### config.mk
export PLATFORM = sky130hd
export DESIGN_NAME = intg_recover_flat
export DESIGN_NICKNAME = d
export VERILOG_FILES = /design/src/rtl/intg_recover_if.sv /design/src/rtl/intg_recover.sv /design/src/flat_wrapper.sv
export SDC_FILE = /design/constraint.sdc
export NUM_CORES = 1
export LEC_CHECK = 0
export ABC_CLOCK_PERIOD_IN_PS = 7750
export CAP_MARGIN = 20
export CORE_MARGIN = 2
export CORE_UTILIZATION = 62
export CTS_CLUSTER_SIZE = 28
export DETAILED_ROUTE_END_ITERATION = 10
export PLACE_DENSITY = 0.88
export SYNTH_ARGS = -nofsm -noshare
export SYNTH_HDL_FRONTEND = slang
export SYNTH_SLANG_ARGS = --single-unit
### constraint.sdc
create_clock -name CLK -period 7.75 [get_ports CLK]
set_clock_uncertainty 0.15 [all_clocks]
set_input_delay 0.775 -clock CLK [delete_from_list [all_inputs] [get_ports CLK]]
set_output_delay 0.775 -clock CLK [all_outputs]
set_load 0.1 [all_outputs]
### src/rtl/intg_recover_if.sv
// Handshake bundle between the integrator link receiver and its downstream consumer.
// The master modport is the side that drives samples in and accepts recovered samples.
interface intg_recover_if;
    logic [12:0] y_in;
    logic        y_valid;
    logic        y_ready;
    logic [3:0]  x_out;
    logic        x_valid;
    logic        x_ready;
    logic        x_last;
    logic        err;

    modport master (
        output y_in, y_valid, x_ready,
        input  y_ready, x_out, x_valid, x_last, err
    );

    modport slave (
        input  y_in, y_valid, x_ready,
        output y_ready, x_out, x_valid, x_last, err
    );
endinterface

### src/rtl/intg_recover.sv
// Inverse of the windowed x25 integrator: differences running sums and divides by K
// with a 4-step restoring divider. Optional checking enabled by INTG_RECOVER_CHECK_EN.
module intg_recover #(
    parameter int WIN = 4,
    parameter int K   = 25
) (
    input  logic         CLK,
    input  logic         acc_rst2,
    intg_recover_if.slave bus
);

    localparam int CNT_W   = (WIN > 2) ? $clog2(WIN) : 1;
    localparam int OVF_LIM = 16 * K;

    typedef enum logic [1:0] {
        IDLE = 2'd0,
        DIV  = 2'd1,
        OUT  = 2'd2
    } state_t;

    state_t            state_reg;
    logic [12:0]       prev_reg;
    logic [8:0]        rem_reg;
    logic [3:0]        q_reg;
    logic [CNT_W-1:0]  cnt_reg;
    logic [1:0]        step_reg;
    logic              ovf_reg;
    logic              last_reg;
    logic [3:0]        x_out_reg;
    logic              x_valid_reg;
    logic              x_last_reg;
    logic              y_ready_reg;
`ifdef INTG_RECOVER_CHECK_EN
    logic              err_reg;
`endif

    // Shifted divisor table K*2^i, indexed by the current divider step.
    logic [8:0] div_const [4];
    generate
        for (genvar gi = 0; gi < 4; gi++) begin : g_div_const
            assign div_const[gi] = 9'(K << gi);
        end
    endgenerate

    logic [12:0] diff;
    logic        ovf_now;
    logic        last_now;
    logic        trial_ge;
    logic [8:0]  rem_next;
    logic [3:0]  q_next;

    // Negative differences wrap to large values and land in the overflow range.
    assign diff     = bus.y_in - prev_reg;
    assign ovf_now  = (diff >= 13'(OVF_LIM));
    assign last_now = (cnt_reg == CNT_W'(WIN - 1));
    assign trial_ge = (rem_reg >= div_const[step_reg]);
    assign rem_next = trial_ge ? (rem_reg - div_const[step_reg]) : rem_reg;

    generate
        for (genvar gi = 0; gi < 4; gi++) begin : g_q_next
            assign q_next[gi] = q_reg[gi] | (trial_ge && (step_reg == 2'(gi)));
        end
    endgenerate

    always_ff @(posedge CLK or posedge acc_rst2) begin
        if (acc_rst2) begin
            state_reg   <= IDLE;
            prev_reg    <= '0;
            rem_reg     <= '0;
            q_reg       <= '0;
            cnt_reg     <= '0;
            step_reg    <= '0;
            ovf_reg     <= 1'b0;
            last_reg    <= 1'b0;
            x_out_reg   <= '0;
            x_valid_reg <= 1'b0;
            x_last_reg  <= 1'b0;
            y_ready_reg <= 1'b1;
`ifdef INTG_RECOVER_CHECK_EN
            err_reg     <= 1'b0;
`endif
        end else begin
            case (state_reg)
                IDLE: begin
                    if (bus.y_valid) begin
                        rem_reg     <= diff[8:0];
                        q_reg       <= '0;
                        step_reg    <= 2'd3;
                        ovf_reg     <= ovf_now;
                        last_reg    <= last_now;
                        y_ready_reg <= 1'b0;
                        state_reg   <= DIV;
                        // The window's difference base returns to zero after its last sample.
                        if (last_now) begin
                            prev_reg <= '0;
                            cnt_reg  <= '0;
                        end else begin
                            prev_reg <= bus.y_in;
                            cnt_reg  <= cnt_reg + CNT_W'(1);
                        end
`ifdef INTG_RECOVER_CHECK_EN
                        if (ovf_now)
                            err_reg <= 1'b1;
`endif
                    end
                end
                DIV: begin
                    rem_reg <= rem_next;
                    q_reg   <= q_next;
                    if (step_reg == 2'd0) begin
                        state_reg   <= OUT;
                        x_valid_reg <= 1'b1;
                        x_last_reg  <= last_reg;
                        x_out_reg   <= ovf_reg ? 4'd15 : q_next;
`ifdef INTG_RECOVER_CHECK_EN
                        if (rem_next != 9'd0)
                            err_reg <= 1'b1;
`endif
                    end else begin
                        step_reg <= step_reg - 2'd1;
                    end
                end
                OUT: begin
                    if (bus.x_ready) begin
                        state_reg   <= IDLE;
                        x_valid_reg <= 1'b0;
                        x_last_reg  <= 1'b0;
                        y_ready_reg <= 1'b1;
                    end
                end
                default: begin
                    state_reg   <= IDLE;
                    x_valid_reg <= 1'b0;
                    x_last_reg  <= 1'b0;
                    y_ready_reg <= 1'b1;
                end
            endcase
        end
    end

    assign bus.y_ready = y_ready_reg;
    assign bus.x_out   = x_out_reg;
    assign bus.x_valid = x_valid_reg;
    assign bus.x_last  = x_last_reg;
`ifdef INTG_RECOVER_CHECK_EN
    assign bus.err     = err_reg;
`else
    assign bus.err     = 1'b0;
`endif

endmodule

### src/flat_wrapper.sv
// flat-port wrapper written by rule: the top's interface ports become plain ports
module intg_recover_flat 
#(
    parameter int WIN = 4,
    parameter int K   = 25
)
  (CLK, acc_rst2, bus_y_in, bus_y_valid, bus_x_ready, bus_y_ready, bus_x_out, bus_x_valid, bus_x_last, bus_err);
  intg_recover_if bus_i ();
  input  logic CLK;
  input  logic acc_rst2;
  input wire logic [$bits(bus_i.y_in)-1:0] bus_y_in;
  input wire logic [$bits(bus_i.y_valid)-1:0] bus_y_valid;
  input wire logic [$bits(bus_i.x_ready)-1:0] bus_x_ready;
  output wire logic [$bits(bus_i.y_ready)-1:0] bus_y_ready;
  output wire logic [$bits(bus_i.x_out)-1:0] bus_x_out;
  output wire logic [$bits(bus_i.x_valid)-1:0] bus_x_valid;
  output wire logic [$bits(bus_i.x_last)-1:0] bus_x_last;
  output wire logic [$bits(bus_i.err)-1:0] bus_err;
  assign bus_i.y_in = bus_y_in;
  assign bus_i.y_valid = bus_y_valid;
  assign bus_i.x_ready = bus_x_ready;
  assign bus_y_ready = bus_i.y_ready;
  assign bus_x_out = bus_i.x_out;
  assign bus_x_valid = bus_i.x_valid;
  assign bus_x_last = bus_i.x_last;
  assign bus_err = bus_i.err;
  intg_recover #(.WIN(WIN), .K(K)) u_core (.CLK(CLK), .acc_rst2(acc_rst2), .bus(bus_i));
endmodule
==> flow_metrics.py, run 1 <==
metrics = {
    "status": {
        "status": "completed",
    },
    "placed_design": {
        "io_buffers": 23,
        "dp_hpwl_um": 3679,
        "routabilityCongestion": 0.8262,
        "dpl_cell_area_sq_um": 2994,
        "pre_cts_slack_ns": 4.119,
    },
    "worst_setup_path": {
        "startpoint": "bus_y_in[0]",
        "criticalPathCategory": "input pin to flip-flop",
        "path_cells": "clkdlybuf4s50_1 > inv_1 > ha_1 > inv_1 > fa_1 > a21o_1 > a31o_1 > a21oi_4 > o21bai_1 > or4_1 > and3_1 > a31oi_1",
        "slowest_stage": "or4_1",
        "r2r-start": "u_core.step_reg[1]$_DFFE_PP0P_",
        "crit_top_cell": "inv_1",
        "worstPathMaxFanout": 5,
        "cp.buffers_inverters": 3,
        "cp-start-kind": "input pin",
        "cpPeakStageDelay_ns": 0.48,
        "arrival_ns": 3.46,
        "worstSetupEndpointType": "flip-flop",
        "critical_path_required_ns": 7.82,
        "path_delay_family": "compound AO/OA/AOI/OAI gates",
    },
    "timing": {
        "rsz0062_at_grt": "false",
        "slew_violations": 0,
        "finalSetupViolCount": 0,
        "setup_tns_ns": 0,
        "postLayoutSetupSlackWorst_ns": 4.365,
        "period_needed_ns": 3.385,
        "timing.hold.ws_ns": 0.3308,
        "post-route-period-util_pct": 43.68,
        "hold_viol": 0,
        "slew_headroom_pct": 35.59,
        "fmax_mhz": 295.4,
        "worstMarginPinSlew_ns": 0.9632,
    },
    "yosys": {
        "ys.flop_type": "dfrtp_1",
        "synth_commonest_cells": "40 x dfrtp_1, 28 x nand2_1, 26 x inv_1, 25 x a21oi_1, 25 x ha_1",
        "ys_ff_latch": 41,
        "synth_nets": 353,
        "syn_area_per_cell_sq_um": 8.827,
        "synth_async_sr_flop_share_pct": 100.0,
        "ys_seq_area_share_pct": 37.66,
        "synth_enable_flop_cells": 0,
        "yosysWarnings": 0,
        "syn_area_sq_um": 2728,
        "synth_most_common_cell": "dfrtp_1",
        "netlist.top_cell.by_area": "dfrtp_1",
        "synth.top_cell.area_share_pct": 36.70,
        "netlist_instances": 309,
        "synth_area_leaders": "dfrtp_1 37%, ha_1 11%, a21oi_1 4.6%",
        "ys_types": 49,
    },
    "worst_hold_path": {
        "min_from": "u_core.bus.x_out[0]$_DFFE_PP0P_",
        "hold_class": "flip-flop to flip-flop",
    },
    "floorplan": {
        "dieArea_sq_um": 4946,
        "rows": 24,
        "boundaryPins": 25,
        "coreArea_sq_um": 4294,
        "die_width_um": 70.33,
        "fp.dieH_um": 70.33,
        "initial_utilization_pct": 63.52,
    },
    "routing": {
        "wl_um": 5310,
        "drtAntennaViolNets": 0,
        "vias": 2209,
        "first_iter_violations": 104,
        "routed_via_density": 5.768,
        "drt_pass1_iterations": 4,
        "wl_per_cell_um": 13.86,
        "remaining_drc_errors": 0,
    },
    "cells_and_area": {
        "fin_area_sq_um": 3114,
        "largest_register_ffs": 13,
        "layout-drive-gt1-share_pct": 5.438,
        "area_growth_pct": 14.17,
        "antenna_cells": 0,
        "nNetsFinal": 374,
    },
    "grt": {
        "grt_max_degree": 42,
        "grt_use_total_pct": 22.75,
        "gr-total-overflow": 0,
        "grt_pass1_wl_um": 9087,
        "antenna_found_initial": 0,
        "first_global_vias": 2132,
    },
    "clock_tree": {
        "path_clk_slew_ns": 0.09,
        "post-cts-setup-buffers": 0,
        "clockBufferDepth": 2,
        "htree_num_levels": 2,
        "cts-root-buf": "clkbuf_8",
        "clkSinkCount": 41,
        "ctsHoldBuffers": 0,
        "cts_tree": "yes",
        "cts_buffers": 5,
        "insertion_delay_ns": 0.30,
        "cts_resized": 0,
    },
    "run": {
        "maxCapViolations": 0,
    },
}
## kinds of logic (layout without fill, tap and decap cells)
| family | count (synthesis) | count (layout) | share of synthesized area (%) |
|---|---|---|---|
| flops | 41 | 41 | 37.66 |
| other cells | 1 | 1 | 0.1375 |
| compound gates | 93 | 93 | 21.29 |
| xor+xnor | 15 | 15 | 4.817 |
| fa+ha+maj | 27 | 27 | 12.94 |
| simple gates | 94 | 94 | 17.52 |
| buf+inv | 37 | 59 | 5.275 |
| mux | 1 | 1 | 0.3670 |
## final cells by class
cell class / count / area, sq um
multi-input combinational: 231 / 1559
inverter: 26 / 97.59
timing repair buffer: 25 / 245.2
clock buffer: 6 / 82.58
tap: 52 / 65.06
clock inverter: 2 / 37.54
fill: 335 / 1180
sequential: 41 / 1027
## worst reg2reg max path: stages, from the launching register on
cell	delay, ns
dfrtp_1	0.44
inv_1	0.12
ha_1	0.35
inv_1	0.06
ha_1	0.31
nand2_1	0.08
or2_1	0.25
o211ai_2	0.36
and2_1	0.42
o21ai_0	0.17
o221a_2	0.15
## path summary, 6_finish.rpt
kind | endpoint | slack [ns] | cells past startpoint
min | u_core.bus.x_out[0]$_DFFE_PP0P_ | 0.33 | 2
min reg2reg | u_core.bus.x_out[0]$_DFFE_PP0P_ | 0.33 | 2
max in group asynchronous | u_core.q_reg[1]$_DFFE_PP0P_ | 6.34 | 3
max | u_core.ovf_reg$_DFFE_PP0P_ | 4.36 | 12
max reg2reg | u_core.rem_reg[4]$_DFFE_PP0P_ | 4.78 | 10
min in group asynchronous | u_core.cnt_reg[1]$_DFFE_PP0P_ | 0.75 | 3
## through the flow
step | std cells | util (%)
finish | 383 | 72.52
global placement | 375 | 69.73
CTS | 383 | 72.52
detailed placement | 375 | 69.73
floorplan | 309 | -
global route | 383 | 72.52
## cell usage in the layout, fill, tap and decap left out, types with 2 or more instances in the layout
master and count:
a31oi_1 3, nand3_1 7, xor2_1 6, and3_1 3, o221a_2 2, nand2_1 28, nor2_1 17, a21oi_1 25
or2_2 2, o21bai_1 4, ha_1 25, buf_4 2, dfrtp_1 40, nand3b_1 13, o22ai_1 3, o21ai_0 24
fa_1 2, o21ai_1 7, inv_1 26, o211ai_1 4, clkdlybuf4s50_1 23, xnor2_1 9, a211oi_1 4, nor2b_1 3
clkbuf_8 6, a21o_1 5, nor3_1 5, nand2b_1 9
## routing by layer
| metal | vias to the layer above | share of wire, % | routed length, um | GRT usage, % |
|---|---|---|---|---|
| met2 | 42 | 50 | 2680 | 40.46 |
| met5 | - | 0 | 0 | 0 |
| met1 | 1029 | 45 | 2400 | 27.79 |
| li1 | 1129 | - | - | - |
| met3 | 9 | 2.9 | 156 | 3.463 |
| met4 | 0 | 1.4 | 73 | 8.120 |
Power of run 1 is left out: the tool's default activity adds up to more than one toggle a clock period on the data nets, which glitch-free logic cannot reach.
==> inputs of run 2 (changes only) <==
--- a/config.mk
+++ b/config.mk
@@ -5,13 +5,13 @@
 export SDC_FILE = /design/constraint.sdc
 export NUM_CORES = 1
 export LEC_CHECK = 0
-export ABC_CLOCK_PERIOD_IN_PS = 7750
+export ABC_CLOCK_PERIOD_IN_PS = 3500
 export CAP_MARGIN = 20
 export CORE_MARGIN = 2
-export CORE_UTILIZATION = 62
+export CORE_UTILIZATION = 58
 export CTS_CLUSTER_SIZE = 28
 export DETAILED_ROUTE_END_ITERATION = 10
-export PLACE_DENSITY = 0.88
+export PLACE_DENSITY = 0.83
 export SYNTH_ARGS = -nofsm -noshare
 export SYNTH_HDL_FRONTEND = slang
 export SYNTH_SLANG_ARGS = --single-unit
==> constraint.sdc (replaced) <==
create_clock -name CLK -period 3.5 [get_ports CLK]
set_clock_uncertainty 0.15 [all_clocks]
set_input_delay 0.35 -clock CLK [delete_from_list [all_inputs] [get_ports CLK]]
set_output_delay 0.35 -clock CLK [all_outputs]
set_load 0.1 [all_outputs]
==> flow_metrics.py, run 2 (same netlist as run 1, synthesis figures left out) <==
metrics = {
    "status": {
        "status": "completed",
    },
    "cells_and_area": {
        "multi_input_area_sq_um": 1559,
        "final_cell_mix": "40 x dfrtp_1, 28 x nand2_1, 26 x inv_1",
        "final-seq-area_sq_um": 1027,
        "largest_register_ffs": 13,
        "final_common_cell": "dfrtp_1",
        "area_growth_pct": 13.99,
        "layout-drive-gt1-share_pct": 5.438,
        "antenna_cells": 0,
        "stdcell_count": 383,
        "fill_cells": 372,
        "nNetsFinal": 374,
    },
    "timing": {
        "setup_tns_ns": 0,
        "rsz0062_at_grt": "false",
        "worstMarginPinSlew_ns": 0.9647,
        "post-route-period-util_pct": 84.26,
        "period_needed_ns": 2.949,
        "postLayoutSetupSlackWorst_ns": 0.5510,
        "finalSetupViolCount": 0,
        "hold_viol": 0,
        "slew_headroom_pct": 35.49,
        "slew_violations": 0,
        "fmax_mhz": 339.1,
    },
    "worst_setup_path": {
        "arrival_ns": 3.02,
        "worstPathMaxFanout": 5,
        "cp-start-kind": "input pin",
        "cpPeakStageDelay_ns": 0.48,
        "criticalPathCategory": "input pin to flip-flop",
        "critical_path_required_ns": 3.57,
        "crit_top_cell": "inv_1",
        "slowest_stage": "or4_1",
        "path_cells": "clkdlybuf4s50_1 > inv_1 > ha_1 > inv_1 > fa_1 > a21o_1 > a31o_1 > a21oi_4 > o21bai_1 > or4_1 > and3_1 > a31oi_1",
        "worstSetupEndpointType": "flip-flop",
    },
    "clock_tree": {
        "htree_num_levels": 2,
        "cts_buffers": 5,
        "clockBufferDepth": 2,
        "insertion_delay_ns": 0.30,
        "clkSinkCount": 41,
        "cts_tree": "yes",
        "path_clk_slew_ns": 0.08,
        "cts-root-buf": "clkbuf_8",
        "ctsHoldBuffers": 0,
        "post-cts-setup-buffers": 0,
        "cts_resized": 0,
    },
    "placed_design": {
        "dp.cells": 375,
        "io_buffers": 23,
        "dp_hpwl_um": 3848,
        "routabilityCongestion": 0.8586,
        "pre_cts_slack_ns": 0.2912,
    },
    "routing": {
        "remaining_drc_errors": 0,
        "drt_pass1_iterations": 4,
        "drtAntennaViolNets": 0,
        "wl_per_cell_um": 13.95,
        "routed_via_density": 5.802,
        "first_iter_violations": 98,
        "wl_um": 5342,
        "vias": 2222,
    },
    "grt": {
        "first_global_vias": 2193,
        "use_met1_pct": 28.05,
        "gr-total-overflow": 0,
        "grt_pass1_wl_um": 9418,
        "grt_use_met3_pct": 3.039,
        "top_usage_layer": "met2",
        "grt_use_total_pct": 22.49,
        "grt_max_degree": 42,
        "grt_util_met2_pct": 39.90,
        "antenna_found_initial": 0,
    },
    "worst_hold_path": {
        "hold_class": "input pin to async pin",
    },
    "floorplan": {
        "initial_utilization_pct": 61.37,
        "fp.dieH_um": 72.58,
        "boundaryPins": 25,
        "dieArea_sq_um": 5267,
        "die_width_um": 72.58,
        "rows": 24,
        "coreArea_sq_um": 4444,
    },
    "run": {
        "maxCapViolations": 0,
    },
}
==> run 2: area by class of cell <==
| class | count | area share (%) |
|---|---|---|
| Timing Repair Buffer | 25 | 7.887 |
| Inverter | 26 | 3.139 |
| Tap cell | 52 | 2.093 |
| Clock buffer | 5 | 2.213 |
| Sequential cell | 41 | 33.04 |
| Clock inverter | 3 | 1.489 |
| Multi-Input combinational cell | 231 | 50.14 |
==> run 2: per-layer routing <==
| metal | vias to the layer above | wire length, um |
|---|---|---|
| li1 | 1126 | - |
| met1 | 1049 | 2441 |
| met2 | 40 | 2665 |
| met3 | 7 | 165 |
| met4 | 0 | 70 |
| met5 | - | 0 |
==> run 2: final timing paths <==
kind,from,end,slack (ns),cells past startpoint
setup / recovery,bus_y_in[0],u_core.ovf_reg$_DFFE_PP0P_,0.55,12
max in group asynchronous,acc_rst2,u_core.bus.y_ready$_DFFE_PP1P_,2.51,3
hold reg to reg,u_core.bus.x_out[0]$_DFFE_PP0P_,u_core.bus.x_out[0]$_DFFE_PP0P_,0.33,2
min in group CLK,u_core.bus.x_out[0]$_DFFE_PP0P_,u_core.bus.x_out[0]$_DFFE_PP0P_,0.33,2
hold / removal,acc_rst2,u_core.last_reg$_DFFE_PP0P_,0.33,3
setup reg to reg,u_core.step_reg[1]$_DFFE_PP0P_,u_core.rem_reg[4]$_DFFE_PP0P_,0.59,10
==> run 2: critical path: cells and delay by family <==
family	cells	cell delay, ns
fa+ha+maj	2	0.57
compound gates	5	0.94
buf+inv	3	0.53
simple gates	2	0.64
==> run 2: per-stage QoR <==
step | utilization, % | hold slack, ns | cell area [sq um]
2_1_floorplan | - | 0.2960 | 2728
3_3_place_gp | 67.37 | 0.3112 | 2994
3_5_place_dp | 67.37 | 0.3201 | 2994
4_1_cts | 69.96 | 0.3396 | 3109
5_1_grt | 69.96 | 0.3684 | 3109
6_report | 69.96 | 0.3271 | 3109
Power of run 2 is left out for the same reason.
